--- src/rtl/coin_acceptor_if.sv ---
// Coin acceptor signal bundle.
//   master : drives raw_Coin, raw_Cancel, state; observes the conditioned outputs
//   slave  : the coin_acceptor itself
//   raw_Coin/raw_Cancel : asynchronous slot sensor / cancel button
//   state               : current washing-machine controller state
//   sig_Coin/sig_Cancel : one-cycle pulses to the controller
//   coin_Reject/coin_Refund : one-cycle pulses to the coin mechanism
//   credit              : coins currently held
interface coin_acceptor_if #(
  parameter int CREDIT_WIDTH = 2
);
  logic                    raw_Coin;
  logic                    raw_Cancel;
  logic [2:0]              state;
  logic                    sig_Coin;
  logic                    sig_Cancel;
  logic                    coin_Reject;
  logic                    coin_Refund;
  logic [CREDIT_WIDTH-1:0] credit;

  modport master (
    output raw_Coin, raw_Cancel, state,
    input  sig_Coin, sig_Cancel, coin_Reject, coin_Refund, credit
  );

  modport slave (
    input  raw_Coin, raw_Cancel, state,
    output sig_Coin, sig_Cancel, coin_Reject, coin_Refund, credit
  );
endinterface

--- src/rtl/coin_acceptor.sv ---
// Coin acceptor front end: synchronises and debounces the coin-slot and
// cancel inputs, accumulates credit up to PRICE, issues sig_Coin when paid,
// forwards cancels, and refunds partial credit one coin every other cycle.
// Ports:
//   clock : system clock (rising edge)
//   reset : asynchronous active-high reset
//   io    : coin_acceptor_if slave modport (raw inputs, controller state,
//           registered one-cycle output pulses and credit count)
module coin_acceptor #(
  parameter int         DEBOUNCE_CYCLES = 4,
  parameter int         PRICE           = 3,
  parameter int         CREDIT_WIDTH    = 2,
  parameter logic [2:0] IDLE_STATE      = 3'b000
) (
  input logic             clock,
  input logic             reset,
  coin_acceptor_if.slave  io
);

  localparam int CNT_W = $clog2(DEBOUNCE_CYCLES + 1);
  localparam logic [CNT_W-1:0]        CNT_LAST = CNT_W'(DEBOUNCE_CYCLES - 1);
  localparam logic [CNT_W-1:0]        CNT_ONE  = CNT_W'(1);
  localparam logic [CREDIT_WIDTH-1:0] PRICE_M1 = CREDIT_WIDTH'(PRICE - 1);
  localparam logic [CREDIT_WIDTH-1:0] CR_ONE   = CREDIT_WIDTH'(1);

  typedef enum logic [1:0] {COLLECT, PAID, REFUND} st_t;

  // Index 0: coin slot, index 1: cancel button.
  logic [1:0]       raw;
  logic [1:0]       sync1, sync2, level, ev;
  logic [CNT_W-1:0] db_cnt [2];
  logic             coin_ev, cancel_ev;

  st_t                     st, st_n;
  logic [CREDIT_WIDTH-1:0] credit, credit_n;
  logic                    refund_wait, refund_wait_n;
  logic                    coin_q, cancel_q, reject_q, refund_q;
  logic                    coin_n, cancel_n, reject_n, refund_n;

  assign raw       = {io.raw_Cancel, io.raw_Coin};
  assign coin_ev   = ev[0];
  assign cancel_ev = ev[1];

  // Debounce: the level flips after DEBOUNCE_CYCLES consecutive mismatching
  // samples; ev is registered on the same edge so it marks a 0->1 flip.
  always_ff @(posedge clock or posedge reset) begin
    if (reset) begin
      sync1 <= '0;
      sync2 <= '0;
      level <= '0;
      ev    <= '0;
      for (int unsigned i = 0; i < 2; i++) db_cnt[i] <= '0;
    end else begin
      sync1 <= raw;
      sync2 <= sync1;
      for (int unsigned i = 0; i < 2; i++) begin
        ev[i] <= 1'b0;
        if (sync2[i] != level[i]) begin
          if (db_cnt[i] == CNT_LAST) begin
            level[i]  <= sync2[i];
            ev[i]     <= sync2[i];
            db_cnt[i] <= '0;
          end else begin
            db_cnt[i] <= db_cnt[i] + CNT_ONE;
          end
        end else begin
          db_cnt[i] <= '0;
        end
      end
    end
  end

  always_ff @(posedge clock or posedge reset) begin
    if (reset) begin
      st          <= COLLECT;
      credit      <= '0;
      refund_wait <= 1'b0;
      coin_q      <= 1'b0;
      cancel_q    <= 1'b0;
      reject_q    <= 1'b0;
      refund_q    <= 1'b0;
    end else begin
      st          <= st_n;
      credit      <= credit_n;
      refund_wait <= refund_wait_n;
      coin_q      <= coin_n;
      cancel_q    <= cancel_n;
      reject_q    <= reject_n;
      refund_q    <= refund_n;
    end
  end

  always_comb begin
    st_n          = st;
    credit_n      = credit;
    refund_wait_n = refund_wait;
    coin_n        = 1'b0;
    cancel_n      = 1'b0;
    reject_n      = 1'b0;
    refund_n      = 1'b0;
    case (st)
      COLLECT: begin
        // A cancel wins over a simultaneous coin; the coin goes to the chute
        // and the cancel acts on the credit held before this cycle.
        if (cancel_ev) begin
          reject_n = coin_ev;
          if (credit != '0) begin
            st_n          = REFUND;
            refund_wait_n = 1'b0;
          end else begin
            cancel_n = 1'b1;
          end
        end else if (coin_ev) begin
          if (io.state == IDLE_STATE) begin
            if (credit == PRICE_M1) begin
              coin_n   = 1'b1;
              credit_n = '0;
              st_n     = PAID;
            end else begin
              credit_n = credit + CR_ONE;
            end
          end else begin
            reject_n = 1'b1;
          end
        end
      end
      PAID: begin
        reject_n = coin_ev;
        cancel_n = cancel_ev;
        if (io.state != IDLE_STATE) st_n = COLLECT;
      end
      REFUND: begin
        reject_n = coin_ev;
        if (refund_wait) begin
          refund_wait_n = 1'b0;
        end else if (credit != '0) begin
          refund_n      = 1'b1;
          credit_n      = credit - CR_ONE;
          refund_wait_n = 1'b1;
          if (credit == CR_ONE) st_n = COLLECT;
        end else begin
          st_n = COLLECT;
        end
      end
      default: st_n = COLLECT;
    endcase
  end

  assign io.sig_Coin    = coin_q;
  assign io.sig_Cancel  = cancel_q;
  assign io.coin_Reject = reject_q;
  assign io.coin_Refund = refund_q;
  assign io.credit      = credit;

endmodule
--- src/flat_wrapper.sv ---
// flat-port wrapper written by rule: the top's interface ports become plain ports
module coin_acceptor_flat 
#(
  parameter int         DEBOUNCE_CYCLES = 4,
  parameter int         PRICE           = 3,
  parameter int         CREDIT_WIDTH    = 2,
  parameter logic [2:0] IDLE_STATE      = 3'b000
)
  (clock, reset, io_raw_Coin, io_raw_Cancel, io_state, io_sig_Coin, io_sig_Cancel, io_coin_Reject, io_coin_Refund, io_credit);
  coin_acceptor_if #(.CREDIT_WIDTH(CREDIT_WIDTH)) io_i ();
  input logic clock;
  input logic reset;
  input wire logic [$bits(io_i.raw_Coin)-1:0] io_raw_Coin;
  input wire logic [$bits(io_i.raw_Cancel)-1:0] io_raw_Cancel;
  input wire logic [$bits(io_i.state)-1:0] io_state;
  output wire logic [$bits(io_i.sig_Coin)-1:0] io_sig_Coin;
  output wire logic [$bits(io_i.sig_Cancel)-1:0] io_sig_Cancel;
  output wire logic [$bits(io_i.coin_Reject)-1:0] io_coin_Reject;
  output wire logic [$bits(io_i.coin_Refund)-1:0] io_coin_Refund;
  output wire logic [$bits(io_i.credit)-1:0] io_credit;
  assign io_i.raw_Coin = io_raw_Coin;
  assign io_i.raw_Cancel = io_raw_Cancel;
  assign io_i.state = io_state;
  assign io_sig_Coin = io_i.sig_Coin;
  assign io_sig_Cancel = io_i.sig_Cancel;
  assign io_coin_Reject = io_i.coin_Reject;
  assign io_coin_Refund = io_i.coin_Refund;
  assign io_credit = io_i.credit;
  coin_acceptor #(.DEBOUNCE_CYCLES(DEBOUNCE_CYCLES), .PRICE(PRICE), .CREDIT_WIDTH(CREDIT_WIDTH), .IDLE_STATE(IDLE_STATE)) u_core (.clock(clock), .reset(reset), .io(io_i));
endmodule
--- config.mk ---
export PLATFORM = sky130hd
export DESIGN_NAME = coin_acceptor_flat
export DESIGN_NICKNAME = d
export VERILOG_FILES = /design/src/rtl/coin_acceptor_if.sv /design/src/rtl/coin_acceptor.sv /design/src/flat_wrapper.sv
export SDC_FILE = /design/constraint.sdc
export NUM_CORES = 1
export LEC_CHECK = 0
export BUFFER_PORTS_ARGS = -buffer_cell sky130_fd_sc_hd__buf_2
export CAP_MARGIN = 10
export CORE_AREA = 4 4 51 53
export CTS_CLUSTER_SIZE = 30
export DETAILED_ROUTE_END_ITERATION = 16
export DIE_AREA = 0 0 55 57
export MAX_ROUTING_LAYER = met4
export PLACE_DENSITY = 0.73
export SYNTH_ARGS = -nofsm -noshare
export SYNTH_HDL_FRONTEND = slang
export SYNTH_SLANG_ARGS = --single-unit
--- constraint.sdc ---
create_clock -name clock -period 2.4 [get_ports clock]
set_clock_uncertainty 0.15 [all_clocks]
set_input_delay 0.48 -clock clock [delete_from_list [all_inputs] [get_ports clock]]
set_output_delay 0.48 -clock clock [all_outputs]
set_load 0.01 [all_outputs]
## Word level (Yosys, flattened, before mapping)

Cells that the tools add are included.

| word-level totals | value |
|---|---|
| logic and storage cells | 93 |
| latch bits | 0 |
| bits in read-only memories | 0 |
| bits of input ports | 7 |
| RAM bits | 0 |
| memories | 0 |
| register bits after elaboration | 23 |

| cells by class | value |
|---|---|
| reductions and logical operators | 11 |
| multiplexer cells | 43 |
| shift-type cells | 0 |
| add/sub/neg operators | 4 |
| magnitude comparators | 0 |
| bitwise logic cells | 0 |
| multipliers | 0 |
| equal/unequal tests | 21 |
| divide/modulo/power cells | 0 |

Operators by type and width:

| operator | number |
|---|---|
| 2-bit two-way mux | 15 |
| 1-bit two-way mux | 19 |
| 3-bit two-way mux | 4 |
| 2-bit by 1-bit != test with 1-bit output, second input constant | 6 |
| 3-bit by 1-bit != test with 1-bit output, second input constant | 3 |
| 7-bit AND reduction | 1 |
| 3-bit by 1-bit adder with 3-bit output, second input constant | 2 |
| 3-bit by 2-bit == test with 1-bit output, second input constant | 2 |
| 3-bit != test, second input constant | 2 |
| 1-bit case mux with 2 select lines | 3 |
| 2-bit case mux with 3 select lines | 1 |
| 6-bit AND reduction | 1 |
| 2-bit by 1-bit == test with 1-bit output, second input constant | 2 |
| 2-bit == test, second input constant | 2 |
| 2-bit != test, second input constant | 2 |
| 2-bit case mux with 2 select lines | 1 |
| 2-bit AND reduction | 2 |
| 2-bit nonzero test | 2 |
| 3-bit logical NOT | 1 |
| 3-bit AND reduction | 1 |
| 3-bit nonzero test | 1 |
| 2-bit by 1-bit adder with 2-bit output, second input constant | 1 |
| 2-bit logical NOT | 1 |
| 1-bit != test | 2 |
| 2 further kinds | 2 |

## Longest topological paths before layout

Gate-level depths: netlist (run 1).

| logic depth | value |
|---|---|
| word-level depth | 6 |
| mapped depth | 7 |

## Worst setup path before layout (run 1)

OpenSTA, ideal clock, no wires.

| timing | value |
|---|---|
| kind | register to register |
| start point | register u_core.credit[0], in the netlist u_core.io.credit[0] |
| end point | register u_core.st[0] |
| data required time | 2125 ps |
| stages on the path, launching flop included | 8 |
| arrival time | 1576 ps |
| slack | 550 ps |
| path buffers | 1 |
| cell sequence | dfrtp_1 inv_1 ha_1 buf_2 o21bai_1 a22o_1 a31oi_1 mux2_2 |

| between the ends | value |
|---|---|
| cells in the longest elaborated chain, start to end | 4 |
| elaborated cells between the ends (all ways) | 10 |
| classes of those cells | eq/ne: 5; mux: 3; reduce/logical: 2 |

RTL lines:

| item | RTL line | RTL |
|---|---|---|
| from (decl) | coin_acceptor.sv:35 | `logic [CREDIT_WIDTH-1:0] credit, credit_n;` |
| from (signal assigned) | coin_acceptor.sv:84 | `credit <= credit_n;` |
| 2-bit nonzero test | coin_acceptor.sv:107, coin_acceptor.sv:136 |  |
| 2-bit two-way mux | coin_acceptor.sv:136 | `end else if (credit != '0) begin` |
| 2-bit two-way mux | coin_acceptor.sv:134 | `if (refund_wait) begin` |
| 2-bit case mux with 3 select lines | coin_acceptor.sv:101 | `case (st)` |
| to (signal assigned) | coin_acceptor.sv:83 | `st <= st_n;` |
| to (decl) | coin_acceptor.sv:34 | `st_t st, st_n;` |

Several ways; a longest one is shown, not always the timed one. The select of a mux whose other input is x is not followed.
A chain may end at the register's enable or synchronous reset.

## Worst setup path after layout (run 1)

Ends and elaborated chain as after synthesis.

==> results of run 1 <==
per-layer routing:
| metal | part of all wire (%) | GRT usage (%) | up-vias |
|---|---|---|---|
| met5 | 0 | - | - |
| met4 | 0.74 | 5.21 | 0 |
| met3 | 4.2 | 3.13 | 2 |
| met2 | 50 | 24.0 | 15 |
| met1 | 45 | 19.3 | 376 |
| li1 | - | - | 383 |
layout make-up:
cell class / count / share of cell area (%)
well taps: 28 / 2.78
clock buffers: 4 / 2.08
inverters: 8 / 2.38
multi-input cells: 69 / 41.2
repair buffers: 14 / 5.95
flip-flops and latches: 23 / 45.6
cell usage after synthesis (all sizes together) (2+ instances only):
cell type and count:
nor3b 4, nor3 3, nand2 6, a21oi 4, o21a 2, mux2 4, buf 2, inv 8
o21ai 4, a31oi 4, nor2b 4, and3b 2, nand2b 3, a32oi 2, nor2 7, dfrtp 23
ha 10, xnor2 2
metrics by stage:
stage,instance area (sq um),power [mW],instances
after detailed placement,1230,1.14,142
after global placement,1230,1.12,142
after CTS,1260,1.31,146
after floorplan,1130,0.996,102
final,1260,1.30,146
after global routing,1260,1.43,146
worst max-delay path, stage by stage (launching register included):
cell	delay, ps
dfrtp_1	440
inv_1	110
ha_1	340
o21bai_1	120
a22o_1	220
a31oi_1	160
mux2_2	350
final timing paths:
check / slack, ps / depth (start not counted) / end
setup / recovery: 410 / 6 / u_core.st[0]
hold / removal: 50 / 3 / u_core.sync1[0]
setup reg to reg: 410 / 6 / u_core.st[0]
hold reg to reg: 210 / 0 / u_core.sync2[0]
max in group asynchronous: 1820 / 3 / u_core.io.credit[0]
min in group clock: 130 / 1 / u_core.sync1[0]
power breakdown:
group	switching [mW]	total, mW	internal [mW]
Combinational	0.315	0.582	0.268
Clock	0.103	0.168	0.0646
Sequential	0.0717	0.551	0.479
sequential cells by signal, indices dropped and copies added (netlist names):
name,cells
u_core.db_cnt,6
u_core.io.credit,2
u_core.io.coin_Refund,1
u_core.io.sig_Cancel,1
u_core.io.sig_Coin,1
u_core.level,2
u_core.refund_wait,1
u_core.st,2
u_core.io.coin_Reject,1
u_core.ev,2
u_core.sync1,2
u_core.sync2,2
cell families (layout without fill, tap and decap cells):
logic type,after synthesis,in the layout,synth area share [%]
AOI/OAI and AO/OA,20,20,11.6
xor gates and xnor gates,2,2,1.54
adders and majority gates,10,10,11.0
buffers and inverters,10,26,3.53
DFF,23,23,50.7
muxes,4,4,4.30
and+or+nand+nor,33,33,17.3
==> results.tsv, run 1 <==
metric	value	unit
place.gp.congestion	0.854	
antenna_cells	0	
setup_ws	409	ps
register_area	576	sq um
min_period_over_period	83.0	%
status	finished clean	
hold-worst-slack	51.8	ps
io_pins	13	
die_x	55	microns
final_cell_mix	dfrtp_1, buf_2, ha_1, inv_1, nor2_1	
slew_violations	0	
finalCriticalPeriod	1990	ps
ctsHoldBuffers	0	
yosysSeqAreaShare	50.7	%
clock-root-buffer	clkbuf_4	
yosysTopAreaCellShare	50.7	%
max-cap-violations	0	
netlist_area	1130	sq um
drtIter0Drc	16	
fp-row-count	17	
yosys_register_bits	23	
die_area	3140	sq um
antenna_found_initial	0	
synth_edf_count	0	
required	2440	ps
vdd_drop_max	503	uV
powerDensity	1030	nW/um^2
syn_nets	119	
ys_async_sr_fraction	100	%
totalWireLength	1900	microns
port_buffers	12	
worstMarginPinSlew	419	ps
cp-start-kind	flop	
wl_per_cell	13.0	microns
cp-end-kind	flop	
cts_setup_buffers	0	
finalHoldViolCount	0	
place_hpwl	1440	microns
synth_area_leader_cell	dfrtp_1	
crit_fanout	9	
clk_pin_slew_worst_paths	110	ps
clk_path_buf_depth	2	
rsz0062_at_grt	no	
syn_inst	102	
relSlewSlack	72.0	%
syn_avg_cell_area	11.1	sq um
postRouteAntennaNets	0	
grt.total_usage	15.3	%
cts_buffers	3	
area_delta_synth_final	11.1	%
h-tree-depth	1	
die_h	57	microns
drc	0	
cts_tree	built	
grt_start_max_net_pins	24	
yosysWarnings	0	
vias	776	
p_leak	0.629	nW
synth_top_flop_cell	dfrtp_1	
grt_first_pass_wirelength	3410	microns
multi_input_area	519	sq um
first_pass_iters	4	
grt_pass1_vias	787	
insertion_delay	290	ps
startpoint	u_core.io.credit[0]	
layout_commonest_cell	dfrtp_1	
reg2reg_from	u_core.io.credit[0]	
place_ws	443	ps
max_clock_freq	502	MHz
ctsResizeCount	0	
nFillCells	196	
post-route-util	58.7	%
synth_area_leaders	dfrtp_1, ha_1, mux2_2	
cts.sinks	23	
vias_per_cell	5.32	
fin_nets	136	
core_region_area	2150	sq um
tns	0	ps
path_class	reg -> reg	
drive_gt1_share	20.3	%
start_util	52.8	%
hold_class	in -> async	
yosysUniqueCellTypes	28	
grt_remaining_overflow	0	
setup_viol	0	
crit_arrival	2040	ps
(Power assumes the default switching activity.)
==> run 2: changes to the inputs <==
--- a/config.mk
+++ b/config.mk
@@ -7,12 +7,12 @@
 export LEC_CHECK = 0
 export BUFFER_PORTS_ARGS = -buffer_cell sky130_fd_sc_hd__buf_2
 export CAP_MARGIN = 10
-export CORE_AREA = 4 4 51 53
+export CORE_AREA = 4 4 42 71
 export CTS_CLUSTER_SIZE = 30
 export DETAILED_ROUTE_END_ITERATION = 16
-export DIE_AREA = 0 0 55 57
+export DIE_AREA = 0 0 46 75
 export MAX_ROUTING_LAYER = met4
-export PLACE_DENSITY = 0.73
+export PLACE_DENSITY = 0.69
 export SYNTH_ARGS = -nofsm -noshare
 export SYNTH_HDL_FRONTEND = slang
 export SYNTH_SLANG_ARGS = --single-unit
==> constraint.sdc (replaced) <==
create_clock -name clock -period 1.8 [get_ports clock]
set_clock_uncertainty 0.15 [all_clocks]
set_input_delay 0.36 -clock clock [delete_from_list [all_inputs] [get_ports clock]]
set_output_delay 0.36 -clock clock [all_outputs]
set_load 0.01 [all_outputs]
==> run 2 against run 1 <==
Net effect:
- highest routed layer unchanged
- largest cell class unchanged
- critical path depth is 1 lower
- die area is 10% higher
- hold slack lost 2.0 ps
- sequential power up 36%
==> results.tsv, run 2 (synthesis gave the netlist of run 1 again) <==
metric	value	unit	change
grt.total_usage	15.3	%	about the same
insertion_delay	260	ps	was 290 ps
core_region_area	2460	sq um	was 2150 sq um
cp-start-kind	flop		unchanged
vias_per_cell	5.27		was 5.32
max_flop_register	u_core.db_cnt		unchanged
totalWireLength	2130	microns	was 1900 microns
first_pass_iters	4		unchanged
fin_nets	149		was 136
powerDensity	1440	nW/um^2	was 1030 nW/um^2
die_h	75	microns	was 57 microns
h-tree-depth	1		unchanged
switchingPower	735	uW	was 490 uW
finalCriticalPeriod	1760	ps	was 1990 ps
cp-end-kind	flop		unchanged
worstMarginPinSlew	334	ps	was 419 ps
p_leak	0.699	nW	was 0.629 nW
vias	828		was 776
slew_violations	0		unchanged
critical_path.max_stage_delay	390	ps	was 440 ps
grt_pass1_vias	895		was 787
setup_viol	0		unchanged
power_frac_seq	36.9	%	was 42.3%
placed_cell_area	1300	sq um	was 1230 sq um
power	2.03	mW	was 1.30 mW
multi_input_area	547	sq um	was 519 sq um
wl_per_cell	13.6	microns	was 13.0 microns
antenna_found_initial	0		unchanged
switching_share	36.2	%	was 37.6%
clk_path_buf_depth	2		unchanged
fp-row-count	24		was 17
crit_arrival	1770	ps	was 2040 ps
final_cell_mix	dfrtp_1, buf_4, buf_2, nor2_1, ha_1		was dfrtp_1, buf_2, ha_1, inv_1, nor2_1
cpMaxStageDelayCell	dfrtp_1		unchanged
area_delta_synth_final	23.9	%	was 11.1%
vdd_drop_max	756	uV	was 503 uV
place.gp.congestion	0.857		was 0.854
io_pins	13		unchanged
pwr-share-comb	47.7	%	was 44.8%
rsz0062_at_grt	no		unchanged
required	1800	ps	was 2440 ps
cts_tree	built		unchanged
grt_remaining_overflow	0		unchanged
max_clock_freq	567	MHz	was 502 MHz
crit_path_cell_trace	buf_4 -> ha_1 -> a22o_1 -> a31oi_1 -> mux2_2		was inv_1 -> ha_1 -> o21bai_1 -> a22o_1 -> a31oi_1 -> mux2_2
place_hpwl	1680	microns	was 1440 microns
drc	0		unchanged
final_area	1410	sq um	was 1260 sq um
clkPwrFrac	15.4	%	was 12.9%
path_class	reg -> reg		unchanged
clk_pin_slew_worst_paths	80	ps	was 110 ps
hold_class	in -> reg		was in -> async
grt_first_pass_wirelength	3640	microns	was 3410 microns
port_buffers	12		unchanged
start_util	46.1	%	was 52.8%
drtIter0Drc	19		was 16
register_area	577	sq um	was 576 sq um
antenna_cells	0		unchanged
postRouteAntennaNets	0		unchanged
status	finished clean		unchanged
relSlewSlack	77.6	%	was 72.0%
layout_commonest_cell	dfrtp_1		unchanged
min_period_over_period	98.0	%	was 83.0%
die_x	46	microns	was 55 microns
cts.sinks	23		unchanged
die_area	3450	sq um	was 3140 sq um
max-cap-violations	0		unchanged
drive_gt1_share	32.8	%	was 20.3%
finalHoldViolCount	0		unchanged
clock-root-buffer	clkbuf_8		was clkbuf_4
crit_fanout	3		was 9
grt_start_max_net_pins	24		unchanged
power.internal	1.29	mW	was 811 uW
largest_reg_flops	6		unchanged
cts_buffers	3		unchanged
nFillCells	223		was 196
tns	0	ps	unchanged
## run 2: power by group through the flow
stage / Combinational [mW] / Clock (mW) / Sequential (mW)
5_1_grt: 1.09 / 0.344 / 0.767
6_report: 0.967 / 0.311 / 0.749
4_1_cts: 0.906 / 0.325 / 0.745
2_1_floorplan: 0.592 / 0 / 0.746
3_5_place_dp: 0.893 / 0 / 0.755
3_3_place_gp: 0.870 / 0 / 0.744
## run 2: worst paths after layout
| check | start | to | slack (ps) | cells after the start |
|---|---|---|---|---|
| min reg2reg | u_core.sync1[0] | u_core.sync2[0] | 210 | 0 |
| max | u_core.st[0] | u_core.st[0] | 40 | 5 |
| max in group asynchronous | reset | u_core.io.credit[0] | 750 | 4 |
| min | io_raw_Cancel | u_core.sync1[1] | 50 | 1 |
| max reg2reg | u_core.st[0] | u_core.st[0] | 40 | 5 |
| min in group asynchronous | reset | u_core.level[1] | 510 | 4 |
## run 2: routing by layer
metal / GRT usage (%) / vias up / share of wire (%)
li1: - / 410 / -
met1: 13.8 / 393 / 38
met2: 26.8 / 18 / 55
met4: 11.4 / 0 / 3.8
met5: - / - / 0
met3: 2.39 / 7 / 3.2
## run 2: area by class of cell
cell class,instances,area share [%]
Inverter,8,2.14
Multi-Input combinational cell,69,38.9
Timing Repair Buffer,27,12.5
Tap cell,26,2.31
Sequential cell,23,41.0
Clock buffer,4,3.20
## run 2: worst max-delay path: cells and delay by family, from the launching register on
kind	cells	cell delay [ps]
buf+inv	1	140
fa+ha+maj	1	210
mux	1	350
compound gates	2	400
flops	1	390
## run 2: through the flow
stage / setup slack [ps] / instances / hold WS [ps] / utilization [%]
global route: 3.18 / 157 / 33.3 / 57.1
CTS: 0.0895 / 154 / 41.6 / 55.1
finish: 36.6 / 157 / 49.9 / 57.1
floorplan: 0.375 / 102 / 181 / -
detailed placement: 28.1 / 149 / 199 / 52.8
global placement: 79.9 / 149 / 187 / 52.8
## run 2: what timing repair did
action | CTS | global route
buffers inserted | 0 | 3
hold buffers | 1 | 0
resized for setup | 0 | 8
setup endpoints to repair | 0 | 4
hold endpoints to repair | 23 | 0
